### src/rtl/ahb_apb_bridge_pkg.sv
// Shared encodings and the byte-strobe helper for the AHB-lite to APB bridge.
package ahb_apb_bridge_pkg;

    // Bridge FSM encoding
    localparam logic [2:0] ST_IDLE   = 3'd0;
    localparam logic [2:0] ST_WDATA  = 3'd1;
    localparam logic [2:0] ST_SETUP  = 3'd2;
    localparam logic [2:0] ST_ACCESS = 3'd3;
    localparam logic [2:0] ST_DONE   = 3'd4;
    localparam logic [2:0] ST_ERR1   = 3'd5;
    localparam logic [2:0] ST_ERR2   = 3'd6;

    localparam logic [1:0] HTRANS_IDLE   = 2'b00;
    localparam logic [1:0] HTRANS_BUSY   = 2'b01;
    localparam logic [1:0] HTRANS_NONSEQ = 2'b10;
    localparam logic [1:0] HTRANS_SEQ    = 2'b11;

    localparam logic HRESP_OKAY  = 1'b0;
    localparam logic HRESP_ERROR = 1'b1;

    localparam logic [2:0] HSIZE_BYTE = 3'b000;
    localparam logic [2:0] HSIZE_HALF = 3'b001;
    localparam logic [2:0] HSIZE_WORD = 3'b010;

    // Lane enables for a 32-bit bus; anything word-sized or larger lights all lanes.
    function automatic logic [3:0] strobe_gen(input logic [2:0] hsize, input logic [1:0] addr_lo);
        logic [3:0] strb;
        case (hsize)
            HSIZE_BYTE: strb = 4'b0001 << addr_lo;
            HSIZE_HALF: strb = addr_lo[1] ? 4'b1100 : 4'b0011;
            default:    strb = 4'b1111;
        endcase
        return strb;
    endfunction

endpackage

### src/rtl/apb_slot_decode.sv
// Maps an AHB address onto a one-hot APB slot select; indices past the last slot flag a decode error.
module apb_slot_decode #(
    parameter int ADDR_WIDTH    = 32,
    parameter int NUM_SLOTS     = 16,
    parameter int SLOT_ADDR_LSB = 8
) (
    input  logic [ADDR_WIDTH-1:0] addr,
    input  logic                  valid,
    output logic [NUM_SLOTS-1:0]  psel,
    output logic                  decode_err
);
    localparam int SLOT_W = (NUM_SLOTS > 1) ? $clog2(NUM_SLOTS) : 1;

    logic [SLOT_W-1:0] idx;
    logic              unused_addr;

    // A single slot has no index field, so every address maps to slot 0.
    if (NUM_SLOTS > 1) begin : g_idx
        assign idx = addr[SLOT_ADDR_LSB +: SLOT_W];
    end else begin : g_single
        assign idx = '0;
    end

    assign unused_addr = ^addr;

    always_comb begin
        decode_err = valid && (32'(idx) >= 32'(NUM_SLOTS));
        psel       = '0;
        for (int s = 0; s < NUM_SLOTS; s++) begin
            psel[s] = valid && !decode_err && (32'(idx) == 32'(s));
        end
    end

endmodule

### src/rtl/ahb_apb_bridge_gen.sv
// AHB-lite slave to APB3/APB4 master bridge with slot decode, PREADY watchdog and error mapping.
module ahb_apb_bridge_gen
    import ahb_apb_bridge_pkg::*;
#(
    parameter int ADDR_WIDTH    = 32,
    parameter int DATA_WIDTH    = 32,
    parameter int NUM_SLOTS     = 16,
    parameter int SLOT_ADDR_LSB = 8,
    parameter int TIMEOUT       = 256,
    parameter int APB4_EN       = 0
) (
    input  logic                      HCLK,
    input  logic                      HRESET,
    input  logic                      HSEL,
    input  logic [ADDR_WIDTH-1:0]     HADDR,
    input  logic                      HWRITE,
    input  logic [1:0]                HTRANS,
    input  logic [2:0]                HSIZE,
    input  logic [3:0]                HPROT,
    input  logic [DATA_WIDTH-1:0]     HWDATA,
    input  logic                      HREADYIN,
    output logic                      HREADYOUT,
    output logic                      HRESP,
    output logic [DATA_WIDTH-1:0]     HRDATA,
    output logic [NUM_SLOTS-1:0]      PSEL,
    output logic [ADDR_WIDTH-1:0]     PADDR,
    output logic                      PWRITE,
    output logic                      PENABLE,
    output logic [DATA_WIDTH-1:0]     PWDATA,
    output logic [DATA_WIDTH/8-1:0]   PSTRB,
    output logic [2:0]                PPROT,
    input  logic [DATA_WIDTH-1:0]     PRDATA,
    input  logic                      PREADY,
    input  logic                      PSLVERR,
    output logic                      TIMEOUT_EVT
);
    localparam int STRB_W = DATA_WIDTH / 8;
    localparam int CNT_W  = (TIMEOUT > 1) ? $clog2(TIMEOUT) : 1;

    logic [2:0]            state_q, state_d;
    logic                  hreadyout_q, hreadyout_d;
    logic                  hresp_q, hresp_d;
    logic [DATA_WIDTH-1:0] hrdata_q, hrdata_d;
    logic [NUM_SLOTS-1:0]  psel_q, psel_d;
    logic [NUM_SLOTS-1:0]  sel_q, sel_d;
    logic                  penable_q, penable_d;
    logic                  pwrite_q, pwrite_d;
    logic [ADDR_WIDTH-1:0] paddr_q, paddr_d;
    logic [DATA_WIDTH-1:0] pwdata_q, pwdata_d;
    logic [STRB_W-1:0]     pstrb_q, pstrb_d;
    logic [2:0]            pprot_q, pprot_d;
    logic                  timeout_evt_q, timeout_evt_d;
    logic [2:0]            hsize_q, hsize_d;
    logic [1:0]            hprot_q, hprot_d;
    logic [CNT_W-1:0]      cnt_q, cnt_d;

    logic                  accept;
    logic                  timed_out;
    logic [NUM_SLOTS-1:0]  dec_psel;
    logic                  dec_err;
    logic                  unused_hprot;

    // Only the states that drive HREADYOUT high can take a new address phase.
    assign accept = HSEL && HREADYIN && hreadyout_q &&
                    (HTRANS == HTRANS_NONSEQ || HTRANS == HTRANS_SEQ);
    assign timed_out    = (TIMEOUT > 0) && (32'(cnt_q) == 32'(TIMEOUT) - 32'd1);
    assign unused_hprot = ^HPROT[3:2];

    apb_slot_decode #(
        .ADDR_WIDTH    (ADDR_WIDTH),
        .NUM_SLOTS     (NUM_SLOTS),
        .SLOT_ADDR_LSB (SLOT_ADDR_LSB)
    ) u_slot_decode (
        .addr       (HADDR),
        .valid      (accept),
        .psel       (dec_psel),
        .decode_err (dec_err)
    );

    always_comb begin
        state_d       = state_q;
        hreadyout_d   = hreadyout_q;
        hresp_d       = hresp_q;
        hrdata_d      = hrdata_q;
        psel_d        = psel_q;
        sel_d         = sel_q;
        penable_d     = penable_q;
        pwrite_d      = pwrite_q;
        paddr_d       = paddr_q;
        pwdata_d      = pwdata_q;
        pstrb_d       = pstrb_q;
        pprot_d       = pprot_q;
        hsize_d       = hsize_q;
        hprot_d       = hprot_q;
        timeout_evt_d = 1'b0;
        cnt_d         = '0;

        case (state_q)
            ST_IDLE, ST_DONE, ST_ERR2: begin
                if (accept) begin
                    paddr_d     = HADDR;
                    pwrite_d    = HWRITE;
                    hsize_d     = HSIZE;
                    hprot_d     = HPROT[1:0];
                    sel_d       = dec_psel;
                    hreadyout_d = 1'b0;
                    // Empty slots skip the APB bus entirely and answer with ERROR.
                    state_d     = dec_err ? ST_ERR1 : ST_WDATA;
                    hresp_d     = dec_err ? HRESP_ERROR : HRESP_OKAY;
                end else begin
                    state_d     = ST_IDLE;
                    hreadyout_d = 1'b1;
                    hresp_d     = HRESP_OKAY;
                end
            end
            ST_WDATA: begin
                pwdata_d = HWDATA;
                pstrb_d  = (APB4_EN != 0 && pwrite_q) ? STRB_W'(strobe_gen(hsize_q, paddr_q[1:0])) : '0;
                pprot_d  = (APB4_EN != 0) ? {~hprot_q[0], 1'b0, hprot_q[1]} : 3'b000;
                psel_d   = sel_q;
                state_d  = ST_SETUP;
            end
            ST_SETUP: begin
                penable_d = 1'b1;
                state_d   = ST_ACCESS;
            end
            ST_ACCESS: begin
                // PREADY takes priority over a watchdog expiry in the same cycle.
                if (PREADY) begin
                    psel_d    = '0;
                    penable_d = 1'b0;
                    if (PSLVERR) begin
                        state_d = ST_ERR1;
                        hresp_d = HRESP_ERROR;
                    end else begin
                        state_d     = ST_DONE;
                        hreadyout_d = 1'b1;
                        hresp_d     = HRESP_OKAY;
                        if (!pwrite_q) hrdata_d = PRDATA;
                    end
                end else if (timed_out) begin
                    psel_d        = '0;
                    penable_d     = 1'b0;
                    timeout_evt_d = 1'b1;
                    state_d       = ST_ERR1;
                    hresp_d       = HRESP_ERROR;
                end else begin
                    cnt_d = cnt_q + CNT_W'(1);
                end
            end
            ST_ERR1: begin
                state_d     = ST_ERR2;
                hreadyout_d = 1'b1;
                hresp_d     = HRESP_ERROR;
            end
            default: begin
                state_d     = ST_IDLE;
                hreadyout_d = 1'b1;
                hresp_d     = HRESP_OKAY;
            end
        endcase
    end

    always_ff @(posedge HCLK) begin
        if (HRESET) begin
            state_q       <= ST_IDLE;
            hreadyout_q   <= 1'b1;
            hresp_q       <= HRESP_OKAY;
            hrdata_q      <= '0;
            psel_q        <= '0;
            sel_q         <= '0;
            penable_q     <= 1'b0;
            pwrite_q      <= 1'b0;
            paddr_q       <= '0;
            pwdata_q      <= '0;
            pstrb_q       <= '0;
            pprot_q       <= '0;
            timeout_evt_q <= 1'b0;
            hsize_q       <= '0;
            hprot_q       <= '0;
            cnt_q         <= '0;
        end else begin
            state_q       <= state_d;
            hreadyout_q   <= hreadyout_d;
            hresp_q       <= hresp_d;
            hrdata_q      <= hrdata_d;
            psel_q        <= psel_d;
            sel_q         <= sel_d;
            penable_q     <= penable_d;
            pwrite_q      <= pwrite_d;
            paddr_q       <= paddr_d;
            pwdata_q      <= pwdata_d;
            pstrb_q       <= pstrb_d;
            pprot_q       <= pprot_d;
            timeout_evt_q <= timeout_evt_d;
            hsize_q       <= hsize_d;
            hprot_q       <= hprot_d;
            cnt_q         <= cnt_d;
        end
    end

    assign HREADYOUT   = hreadyout_q;
    assign HRESP       = hresp_q;
    assign HRDATA      = hrdata_q;
    assign PSEL        = psel_q;
    assign PENABLE     = penable_q;
    assign PWRITE      = pwrite_q;
    assign PADDR       = paddr_q;
    assign PWDATA      = pwdata_q;
    assign PSTRB       = pstrb_q;
    assign PPROT       = pprot_q;
    assign TIMEOUT_EVT = timeout_evt_q;

endmodule

### config.mk
export PLATFORM = sky130hd
export DESIGN_NAME = ahb_apb_bridge_gen
export DESIGN_NICKNAME = d
export VERILOG_FILES = /design/src/rtl/ahb_apb_bridge_pkg.sv /design/src/rtl/apb_slot_decode.sv /design/src/rtl/ahb_apb_bridge_gen.sv
export SDC_FILE = /design/constraint.sdc
export NUM_CORES = 1
export LEC_CHECK = 0
export BUFFER_PORTS_ARGS = -buffer_cell sky130_fd_sc_hd__buf_4
export CORE_ASPECT_RATIO = 1.1
export CORE_UTILIZATION = 40
export CTS_BUF_LIST = sky130_fd_sc_hd__clkbuf_16
export DETAILED_ROUTE_END_ITERATION = 12
export PLACE_DENSITY = 0.68
export SYNTH_ARGS = -nofsm -noshare
export SYNTH_HDL_FRONTEND = slang
export SYNTH_SLANG_ARGS = --single-unit
### constraint.sdc
create_clock -name HCLK -period 1.7 [get_ports HCLK]
set_input_delay 0.085 -clock HCLK [delete_from_list [all_inputs] [get_ports HCLK]]
set_output_delay 0.085 -clock HCLK [all_outputs]
set_load 0.02 [all_outputs]
==> metrics.csv, run 1 <==
stage,metric,value,unit
detailed_routing,vias,6452,
clock_network,cts_resized,0,
synthesis,synthSimpleGateAreaFrac,19.99,%
synthesis,synthDominantCellAreaShare,47.98,%
setup_path,path_max_fanout,32,
cells_and_area,final_common_cell,buf_4,
clock_network,cts_root_buf,clkbuf_16,
run,maxCapViolations,0,
clock_network,cts.reportedPaths.clkPinSlew,0.06,ns
die,core_area,0.01456,mm^2
setup_path,required,1.97,ns
synthesis,synth_top_family_by_area,compound AO/OA/AOI/OAI gates,
detailed_routing,ant_nets,0,
placed_design,hpwl,11.42,mm
setup_path,reg2reg_to,HRDATA[22],
cells_and_area,insertedDiodeCount,0,
worst_hold_path,worstHoldEndpoint,PADDR[11],
worst_hold_path,whs_path_depth,3,
synthesis,syn_area_per_cell,8.559,um^2
clock_network,post_cts_buffers,0,
detailed_routing,drc,0,
sta,hold_viol,0,
sta,finalClockSkew,0.008752,ns
sta,period_needed,1.593,ns
detailed_routing,wl,19.30,mm
cells_and_area,drive_gt1_share,28.33,%
die,die-height,130.5,um
die,die_w,118.9,um
detailed_routing,viasPerCell,5.417,
synthesis,synth-adder-area-share,0.2082,%
grt,grt_max_degree,65,
synthesis,synth_edf_count,0,
grt,grt.total_usage,23.81,%
grt,grt_pass1_wl,29.50,mm
synthesis,syn_inst,702,
synthesis,ys.flop_type,dfxtp_1,
grt,grt_overflow,0,
clock_network,clock_sinks,144,
power_and_ir_drop,p_leak,3.646,nW
setup_path,rr_worst_depth,3,
synthesis,synth_top_area_cell,dfxtp_1,
clock_network,htreeDepth,4,
die,row_count,46,
synthesis,syn_area,0.006008,mm^2
setup_path,cp.arrival,1.86,ns
detailed_routing,dr.pass1.iters,4,
synthesis,yosysWarnings,0,
clock_network,clk_latency,0.42,ns
setup_path,reg2reg_slack,0.11,ns
die,dieArea,0.01552,mm^2
synthesis,synth.distinct_cells,46,
sta,relSlewSlack,52.48,%
sta,slew_viol_final,0,
setup_path,critPathKind,register to register,
sta,clock.fmax,0.6277,GHz
setup_path,crit_path_end_kind,register,
die,initial_core_util,41.26,%
detailed_routing,drt_iter0_drc,398,
clock_network,cts_tree,done,
synthesis,async_flop_share,0,%
placed_design,gp_congestion,0.7343,
power_and_ir_drop,power_density,883.9,mW/mm^2
clock_network,clk_path_buf_depth,2,
synthesis,synth_xor_xnor_area_share,0.4373,%
setup_path,r2r_start,state_q[1],
placed_design,portBuffers,220,
synthesis,ys_seq_area_share,47.98,%
sta,min_period_over_period,93.71,%
clock_network,cts_buffers,17,
sta,rsz0062_at_grt,false,
status,status,finished clean,
clock_network,cts_hold_buf,97,
setup_path,cp-start-kind,register,
sta,setup_tns,0,ns
grt,grt_pass1_vias,5885,
die,io-pin-count,236,
cells_and_area,nNetsFinal,1100,
sta,setup_violations,0,
grt,antenna_found_initial,0,
synthesis,synth_compound_area_share,23.89,%
cells_and_area,area_growth,55.31,%
detailed_routing,wl_per_cell,16.21,um
synthesis,synth_mux_area_share,0,%
synthesis,synth-seq-cells,144,
worst_hold_path,hold_class,input pin to register,
cells_and_area,fin_util,64.08,%
worst_hold_path,min_from,HADDR[11],
sta,tightest_slew,0.7128,ns
synthesis,synth_area_leaders,"dfxtp_1 48%, a21oi_1 9.7%, o31ai_1 6.1%",
power_and_ir_drop,ir_worst_vdd,0.0006340,V
cells_and_area,layout_common_cells,"245 x buf_4, 144 x dfxtp_1, 117 x a21oi_1",
==> final cells by class <==
class / instances / area (um^2)
Tap cell: 192 / 240.2
Clock buffer: 17 / 425.4
Timing Repair Buffer: 346 / 2890
Sequential cell: 144 / 2883
Fill cell: 1193 / 5230
Inverter: 5 / 18.77
Multi-Input combinational cell: 473 / 2724
Clock inverter: 14 / 150.1
==> routing by layer <==
layer | part of all wire (%) | GRT usage (%)
met5 | 0 | 0
met3 | 5.8 | 5.859
met4 | 2.2 | 9.903
met2 | 50 | 40.80
met1 | 42 | 28.74
==> registers in the layout (all words and copies together) (netlist names), 3 cells and up <==
name	cells
state_q	3
PWDATA	32
HRDATA	32
PSEL	16
PADDR	32
cnt_q	8
sel_q	16
==> cell usage after synthesis, types with 5 or more instances <==
master    count
a21oi_1     117
a32oi_1      16
and4b_1       5
buf_2        20
buf_4        11
buf_6         5
clkbuf_1     45
dfxtp_1     144
nand2_1      84
nand3_1      37
nand4_1      50
nor2_1        8
nor4bb_1      6
o21ai_0      36
o21ai_1      16
o31ai_1      49
==> critical path: stages (launching register included) <==
cell and delay, ns:
dfxtp_1 0.48, or3b_4 0.59, o21ai_0 0.27, a21oi_1 0.10
==> where the power goes <==
part           internal, mW  switching (mW)  leakage (nW)
Clock                  2.27            1.41         0.288
Sequential             3.44          0.0421          1.16
Combinational         0.512           0.576          2.19
==> worst max-delay path by stage <==
stage                          start         end  slack [ns]  depth (start not counted)
after floorplan           state_q[1]  HRDATA[16]        0.30                          5
after global placement    state_q[1]   HRDATA[0]        0.21                          3
after detailed placement  state_q[1]   HRDATA[0]        0.18                          3
after CTS                 state_q[1]  HRDATA[16]        0.16                          3
after global routing      state_q[0]   PADDR[17]       0.009                          4
final                     state_q[1]  HRDATA[22]        0.11                          3
==> cells by family after synthesis <==
family	Yosys count
and+or+nand+nor	218
buffers and inverters	91
AOI/OAI and AO/OA	244
xor gates and xnor gates	3
DFF	144
other	1
adders and majority gates	1
==> per-stage QoR <==
stage	cell area (um^2)	setup WS (ns)	hold WS [ns]	power, mW	std cells
2_1_floorplan	6031	0.3006	0.1620	4.035	708
3_3_place_gp	7785	0.2133	0.3054	4.437	1063
3_5_place_dp	7785	0.1807	0.2999	4.441	1063
4_1_cts	9331	0.1649	0.001326	8.296	1191
5_1_grt	9331	0.009133	0.02215	8.559	1191
6_report	9331	0.1070	0.03110	8.248	1191
Note: power is estimated with default switching activity, not from simulation.
==> inputs of run 2 (changes only) <==
CORE_UTILIZATION = 49   (was 40)
PLACE_DENSITY = 0.8   (was 0.68)
==> run 2 against run 1 <==
The run now ends with design-rule violations left. Sequential share of layout area rose by 0.27 points. Critical path type unchanged. Global-route usage rose by 10 points. Count of clock-buffer cells in the layout did not move. Largest power group unchanged. Hold slack got worse by 0.0078 ns. Critical path depth did not move. Maximum frequency fell by 4.5%. Highest routed layer is now met5.
==> metrics.csv, run 2 (synthesis results as in run 1) <==
stage,metric,value,unit,change
status,status,"complete, but fails checks",,
status,violations,design-rule violations,,
cells_and_area,area_growth,54.04,%,
die,dieArea,0.01271,mm^2,-18%
clock_network,cts_buffers,17,,unchanged
grt,grt_max_degree,82,,+26%
run,maxCapViolations,0,,unchanged
clock_network,cts_root_buf,clkbuf_16,,
grt,grt_pass1_vias,6697,,+14%
detailed_routing,dr.pass1.iters,10,,+6
setup_path,crit_slowest_cell,or3b_4,,
sta,setup_tns,0,ns,unchanged
sta,period_needed,1.667,ns,+0.07438 ns
sta,clock.fmax,0.5997,GHz,-4.5%
power_and_ir_drop,power_density,893.3,mW/mm^2,+1.1%
clock_network,clock_sinks,144,,unchanged
detailed_routing,ant_nets,0,,unchanged
cells_and_area,drive_gt1_share,28.40,%,+0.070 points
grt,grt_pass1_wl,33.76,mm,+14%
clock_network,cts_tree,done,,
sta,slew_viol_final,0,,unchanged
die,row_count,42,,-8.7%
clock_network,cts.reportedPaths.clkPinSlew,0.06,ns,about the same
worst_hold_path,hold_class,input pin to register,,
detailed_routing,viasPerCell,6.041,,+12%
grt,antenna_found_initial,1,,+1
die,die-height,118.1,um,-9.5%
clock_network,clk_latency,0.42,ns,about the same
setup_path,required,1.98,ns,about the same
placed_design,portBuffers,220,,unchanged
setup_path,path_max_fanout,32,,unchanged
setup_path,cp.arrival,1.95,ns,+0.09 ns
setup_path,crit_path_end_kind,register,,
detailed_routing,drc,2,,+2
die,die_w,107.6,um,-9.5%
detailed_routing,drt_iter0_drc,679,,+71%
cells_and_area,final_area,0.009255,mm^2,-0.82%
clock_network,clk_path_buf_depth,2,,unchanged
die,core_area,0.01198,mm^2,-18%
die,io-pin-count,236,,unchanged
cells_and_area,nNetsFinal,1094,,-0.55%
sta,setup_violations,0,,unchanged
sta,hold_viol,0,,unchanged
cells_and_area,final_common_cell,buf_4,,
sta,finalClockSkew,0.01136,ns,+0.002609 ns
placed_design,hpwl,12.17,mm,+6.5%
sta,min_period_over_period,98.08,%,+4.4 points
setup_path,rr_worst_depth,3,,unchanged
setup_path,slowest_delay,0.62,ns,+0.03 ns
grt,grt.total_usage,34.06,%,+10 points
placed_design,post_dp_cell_area,0.007729,mm^2,-0.72%
clock_network,htreeDepth,4,,unchanged
setup_path,cp-start-kind,register,,
detailed_routing,wl_per_cell,18.82,um,+16%
cells_and_area,layout_common_cells,"240 x buf_4, 143 x dfxtp_1, 117 x a21oi_1",,
grt,grt_overflow,0,,unchanged
power_and_ir_drop,ir_worst_vdd,0.0006931,V,+9.3%
power_and_ir_drop,p_leak,3.627,nW,-0.51%
sta,tightest_slew,0.8989,ns,+0.1861 ns
worst_hold_path,whs_path_depth,3,,unchanged
detailed_routing,wl,21.61,mm,+12%
sta,hold_ws,0.02332,ns,-0.007783 ns
placed_design,gp_congestion,0.8409,,+15%
detailed_routing,vias,6935,,+7.5%
setup_path,cp_cell_sequence,or3b_4 -> o21ai_0 -> a21oi_1,,
die,initial_core_util,50.15,%,+8.9 points
cells_and_area,num-fill-cells,772,,-35%
sta,relSlewSlack,40.07,%,-12 points
setup_path,critPathKind,register to register,,
sta,rsz0062_at_grt,false,,
[run 2: power by group]
group | switching, mW | internal [mW]
Sequential | 0.0465 | 3.44
Combinational | 0.592 | 0.509
Clock | 1.41 | 2.27
Total | 2.04 | 6.22
[run 2: routing by layer]
layer	GRT usage, %	wire length [um]
met5	0	11
met4	20.72	1092
met3	11.14	1807
met2	56.37	10780
met1	37.43	7919
[run 2: final cells by class]
class | count | area (um^2) | share of cell area (%)
diodes | 1 | 2.502 | 0.02704
clock buffers | 17 | 425.4 | 4.596
clock inverters | 14 | 152.6 | 1.649
inverters | 5 | 18.77 | 0.2028
multi-input cells | 473 | 2725 | 29.44
flip-flops and latches | 144 | 2884 | 31.16
well taps | 154 | 192.7 | 2.082
repair buffers | 340 | 2854 | 30.84
[run 2: path summary, 6_finish.rpt]
| kind | from | end | slack (ns) |
|---|---|---|---|
| worst min-delay path | HADDR[8] | PADDR[8] | 0.02 |
| worst min register to register | PWDATA[29] | PWDATA[29] | 0.46 |
| worst max register to register | state_q[2] | HRDATA[16] | 0.03 |
| worst max-delay path | state_q[2] | HRDATA[16] | 0.03 |
[run 2: what timing repair did]
item | 4_1_cts | 5_1_grt
setup buffers | 0 | 0
gates resized for setup | 0 | 3
hold endpoints to repair | 94 | 0
hold buffers | 94 | 0
endpoints found under the setup margin | 0 | 34
[run 2: critical path, delay by kind of cell, from the launching register on]
| kind | cells | cell delay, ns |
|---|---|---|
| and+or+nand+nor | 1 | 0.62 |
| DFF | 1 | 0.45 |
| AOI/OAI and AO/OA | 2 | 0.46 |
[run 2: metrics by stage]
stage / setup WS, ns / instances / power [mW] / utilization (%)
final: 0.03259 / 1148 / 8.267 / 77.25
after detailed placement: 0.1100 / 1022 / 4.438 / 64.51
after global placement: 0.2205 / 1022 / 4.415 / 64.51
after CTS: 0.09332 / 1147 / 8.255 / 77.18
after global routing: 0.01981 / 1147 / 8.543 / 77.22
after floorplan: 0.3006 / 708 / 4.035 / -
